--- src/rtl/rr_arb3.sv ---
// rr_arb3: three-way round-robin arbiter with a registered one-hot grant.
// Define ARB_TIMEOUT_EN to add the hold-time watchdog (HOLD_W/MAX_HOLD).
module rr_arb3 #(
   parameter int HOLD_W   = 4,
   parameter int MAX_HOLD = 12
) (
   input  logic       CLK,
   input  logic       RST,
   input  logic [2:0] REQ,
   input  logic [2:0] DONE,
   output logic [2:0] GNT,
   output logic [1:0] GNT_ID,
   output logic       BUSY,
   output logic       TIMEOUT
);

   typedef enum logic {IDLE, GRANT} state_t;

   state_t     state, state_nxt;
   logic [2:0] gnt, gnt_nxt;
   logic [1:0] gnt_id, gnt_id_nxt;
   logic [1:0] last, last_nxt;
   logic [1:0] winner;
   logic       any_req;
   logic       owner_req, owner_done;
   logic       hold_expired;
   logic       release_now;

   if (MAX_HOLD < 1 || MAX_HOLD > (1 << HOLD_W) - 1) begin : g_bad_max_hold
      $error("rr_arb3: MAX_HOLD must be in 1..2**HOLD_W-1");
   end

   assign any_req = |REQ;

   // Grant is one-hot, so masking avoids indexing by the 2-bit id.
   assign owner_req  = |(REQ & gnt);
   assign owner_done = |(DONE & gnt);

   // Search order starts just after the last winner: LAST+1, LAST+2, LAST.
   always_comb begin
      winner = 2'd0;
      case (last)
         2'd0:    winner = REQ[1] ? 2'd1 : (REQ[2] ? 2'd2 : 2'd0);
         2'd1:    winner = REQ[2] ? 2'd2 : (REQ[0] ? 2'd0 : 2'd1);
         default: winner = REQ[0] ? 2'd0 : (REQ[1] ? 2'd1 : 2'd2);
      endcase
   end

`ifdef ARB_TIMEOUT_EN
   logic [HOLD_W-1:0] hold_cnt;
   logic              timeout_r;
   logic              timeout_nxt;

   assign hold_expired = (hold_cnt == HOLD_W'(MAX_HOLD - 1));

   // A release that coincides with DONE or a dropped REQ is a normal one.
   assign timeout_nxt = (state == GRANT) && hold_expired && owner_req && !owner_done;

   always_ff @(posedge CLK) begin
      if (RST) begin
         hold_cnt  <= '0;
         timeout_r <= 1'b0;
      end else begin
         timeout_r <= timeout_nxt;
         if (state == IDLE)
            hold_cnt <= '0;
         else if (!release_now && hold_cnt != {HOLD_W{1'b1}})
            hold_cnt <= hold_cnt + 1'b1;
      end
   end

   assign TIMEOUT = timeout_r;
`else
   assign hold_expired = 1'b0;
   assign TIMEOUT      = 1'b0;
`endif

   assign release_now = owner_done || !owner_req || hold_expired;

   always_comb begin
      state_nxt  = state;
      gnt_nxt    = gnt;
      gnt_id_nxt = gnt_id;
      last_nxt   = last;
      case (state)
         IDLE: begin
            if (any_req) begin
               state_nxt  = GRANT;
               gnt_nxt    = 3'b001 << winner;
               gnt_id_nxt = winner;
               last_nxt   = winner;
            end
         end
         GRANT: begin
            // LAST is left alone here so rotation resumes from the owner.
            if (release_now) begin
               state_nxt  = IDLE;
               gnt_nxt    = 3'b000;
               gnt_id_nxt = 2'd0;
            end
         end
         default: begin
            state_nxt  = IDLE;
            gnt_nxt    = 3'b000;
            gnt_id_nxt = 2'd0;
         end
      endcase
   end

   always_ff @(posedge CLK) begin
      if (RST) begin
         state  <= IDLE;
         gnt    <= 3'b000;
         gnt_id <= 2'd0;
         last   <= 2'd2;
      end else begin
         state  <= state_nxt;
         gnt    <= gnt_nxt;
         gnt_id <= gnt_id_nxt;
         last   <= last_nxt;
      end
   end

   assign GNT    = gnt;
   assign GNT_ID = gnt_id;
   assign BUSY   = |gnt;

endmodule

--- config.mk ---
export PLATFORM = sky130hd
export DESIGN_NAME = rr_arb3
export DESIGN_NICKNAME = d
export VERILOG_FILES = /design/src/rtl/rr_arb3.sv
export SDC_FILE = /design/constraint.sdc
export NUM_CORES = 1
export LEC_CHECK = 0
export ABC_AREA = 1
export CORE_AREA = 2 2 39 41
export CTS_BUF_LIST = sky130_fd_sc_hd__clkbuf_16
export CTS_CLUSTER_DIAMETER = 200
export DETAILED_ROUTE_END_ITERATION = 12
export DIE_AREA = 0 0 41 43
export GPL_TIMING_DRIVEN = 0
export PLACE_DENSITY_LB_ADDON = 0.2
export RECOVER_POWER = 25
export SLEW_MARGIN = 10
export SYNTH_ARGS = -nofsm -noshare
export SYNTH_HDL_FRONTEND = slang
export SYNTH_SLANG_ARGS = --single-unit
--- constraint.sdc ---
create_clock -name CLK -period 1.1 [get_ports CLK]
set_input_delay 0.165 -clock CLK [delete_from_list [all_inputs] [get_ports CLK]]
set_output_delay 0.165 -clock CLK [all_outputs]
set_load 0.005 [all_outputs]
==> impl_metrics.env <==
export IMPL_grt_usage_pct=13.0
export IMPL_final_area_um2=717
export IMPL_gp_congestion=0.701
export IMPL_seqPwrFrac_pct=29.7
export IMPL_arrival_ps=1040
export IMPL_layout_commonest_cell="nand2_1"
export IMPL_synth_yosys_warnings=0
export IMPL_r2r_cells=8
export IMPL_hp_class="primary input to register"
export IMPL_powerDensity_mw_per_mm2=1600
export IMPL_core_mm2=0.00138
export IMPL_die_area_mm2=0.00176
export IMPL_fin_crit_sh_pct=110
export IMPL_cp_slowest_cell="or3_1"
export IMPL_drt_iter0_drc=5
export IMPL_ys_seq_area_share_pct=36.9
export IMPL_p_sw_share_pct=22.7
export IMPL_drv_slew=0
export IMPL_numCtsBuffers=3
export IMPL_crit_type="register to output pin"
export IMPL_clockPowerShare_pct=52.2
export IMPL_synth_area_per_cell_um2=6.68
export IMPL_n_antenna_cell=0
export IMPL_drc=0
export IMPL_die_w_um=41
export IMPL_grt_pass1_wl_um=1500
export IMPL_drive_gt1_share_pct=41.7
export IMPL_clock_tree_buffer_depth=2
export IMPL_clock_sinks=8
export IMPL_cp_startpoint="GNT[1]$_SDFFE_PP0P_"
export IMPL_skew_ps=0.455
export IMPL_start_kind="register"
export IMPL_crit_chain="or3_1, buf_2"
export IMPL_ant_nets=0
export IMPL_p_leak_nw=0.347
export IMPL_htree_levels=1
export IMPL_violations="negative setup slack"
export IMPL_wirelength_um=1090
export IMPL_clock_latency_ps=230
export IMPL_ff2ff_setup_slack_ps=-20
export IMPL_die_h_um=43
export IMPL_intPower_uw=884
export IMPL_status="finished, violations left"
export IMPL_mostFrequentLayoutCells="13 x nand2_1, 10 x nand2_2, 5 x dfxtp_1, 5 x clkdlybuf4s50_1, 5 x dlygate4sd2_1"
export IMPL_cp_max_fo=4
export IMPL_io_pins=15
export IMPL_cts_tree="done"
export IMPL_crit_path_end="BUSY"
export IMPL_antenna_found_initial=0
export IMPL_worstPathRequired_ps=940
export IMPL_worstReg2RegStart="GNT[1]$_SDFFE_PP0P_"
export IMPL_synth_seq_cells=8
export IMPL_nets=94
export IMPL_max_stage_delay_ps=350
export IMPL_dp_hpwl_um=738
export IMPL_syn_inst=65
export IMPL_pwr_share_comb_pct=18.1
export IMPL_wl_per_cell_um=10.9
export IMPL_placed_area_um2=574
export IMPL_finalSetupViolations=6
export IMPL_grt_overflow_total=0
export IMPL_num_rows=14
export IMPL_dp_slack_ps=-229
export IMPL_p_switching_uw=259
export IMPL_maxCapViolations=0
export IMPL_synth_nets=73
export IMPL_grt_pass1_vias=357
export IMPL_dr_total_vias=460
export IMPL_rsz0062_at_grt="yes"
export IMPL_clkTransAtPathRegs_ps=30
export IMPL_port_buffers=12
export IMPL_grt_max_degree=9
export IMPL_hold_violations=0
export IMPL_first_pass_iters=4
export IMPL_tns_ps=-187
export IMPL_holdBufCountCts=0
export IMPL_start_util_pct=31.4
export IMPL_min_period_ps=1210
export IMPL_via_per_inst=4.60
export IMPL_clock_fmax_mhz=827
export IMPL_worst_slack_ps=-110
export IMPL_ir_worst_vdd_uv=973
export IMPL_timing_rr_end="GNT[1]$_SDFFE_PP0P_"
export IMPL_root_buffer="clkbuf_16"
export IMPL_end_kind="output pin"
export IMPL_syn_to_final_growth_pct=65.1
export IMPL_syn_cell_area_um2=434
export IMPL_synth_distinct_cells=17
## stage by stage
| stage | hold slack, ps | utilization (%) | power (mW) | std cells |
|---|---|---|---|---|
| floorplan | 444 | - | 0.443 | 65 |
| global route | 384 | 51.8 | 1.19 | 100 |
| detailed placement | 453 | 41.5 | 0.529 | 93 |
| finish | 320 | 51.8 | 1.14 | 100 |
| global placement | 450 | 41.5 | 0.526 | 93 |
| CTS | 286 | 46.7 | 1.12 | 96 |
## cells by family (layout without fill, tap and decap cells)
group	count (synthesis)	in the layout	share of synthesized area (%)
compound gates	8	8	10.1
simple gates	38	38	42.7
flops	8	8	36.9
other cells	1	1	0.864
buf+inv	10	29	9.51
## layer usage
layer | up-vias | track usage [%] | share of wire, %
met2 | 9 | 18.1 | 50
met5 | - | 0 | 0
met4 | 0 | 10.0 | 2.7
met1 | 208 | 17.2 | 43
met3 | 4 | 1.57 | 3.8
li1 | 239 | - | -
## how the worst min path moves through the flow
stage / to / depth (start not counted) / startpoint
2_1_floorplan: last[0]$_SDFFE_PP0P_ / 2 / last[0]$_SDFFE_PP0P_
3_3_place_gp: GNT_ID[0]$_SDFFE_PP0P_ / 2 / GNT_ID[0]$_SDFFE_PP0P_
3_5_place_dp: GNT_ID[0]$_SDFFE_PP0P_ / 2 / GNT_ID[0]$_SDFFE_PP0P_
4_1_cts: GNT[0]$_SDFFE_PP0P_ / 2 / RST
5_1_grt: state$_SDFF_PP0_ / 2 / RST
6_report: GNT[1]$_SDFFE_PP0P_ / 2 / RST
## timing repair
| item | 4_1_cts | 5_1_grt |
|---|---|---|
| setup buffers | 0 | 4 |
| pin swaps | 0 | 9 |
| setup endpoints to repair | 6 | 7 |
| cloned | 0 | 0 |
| resized for setup | 14 | 15 |
## worst max-delay path, delay by kind of cell, from the launching register on
family	cells	cell delay (ps)
flip-flops	1	340
AND/OR/NAND/NOR	1	350
buffers and inverters	1	130
## sequential cells by signal, summed over array words and instances, names as in the netlist
signal and cells:
last 2, state 1, GNT_ID 2, GNT 3
## final cells by class
| cell class | instances | area (µm²) |
|---|---|---|
| multi-input combinational | 47 | 267 |
| clock buffer | 3 | 75.1 |
| inverter | 8 | 30.0 |
| tap | 16 | 20.0 |
| timing repair buffer | 16 | 145 |
| fill | 146 | 667 |
| buffer | 2 | 11.3 |
| sequential | 8 | 169 |
## cell usage after synthesis, drive strengths merged
master	n	area share, %
nand4	1	1.4
a21oi	8	10
dfxtp	8	37
conb	1	0.86
nand2	25	26
or3	1	1.4
nor2	5	4.9
buf	2	2.6
nand3	6	9.2
inv	8	6.9
## power groups by stage
stage / Combinational [mW] / Sequential, mW / Clock, mW
after CTS: 0.170 / 0.340 / 0.606
after floorplan: 0.103 / 0.340 / 0
after global placement: 0.181 / 0.344 / 0
after global routing: 0.228 / 0.342 / 0.620
after detailed placement: 0.184 / 0.344 / 0
final: 0.207 / 0.340 / 0.597
Power figures use the tool's default switching activity.
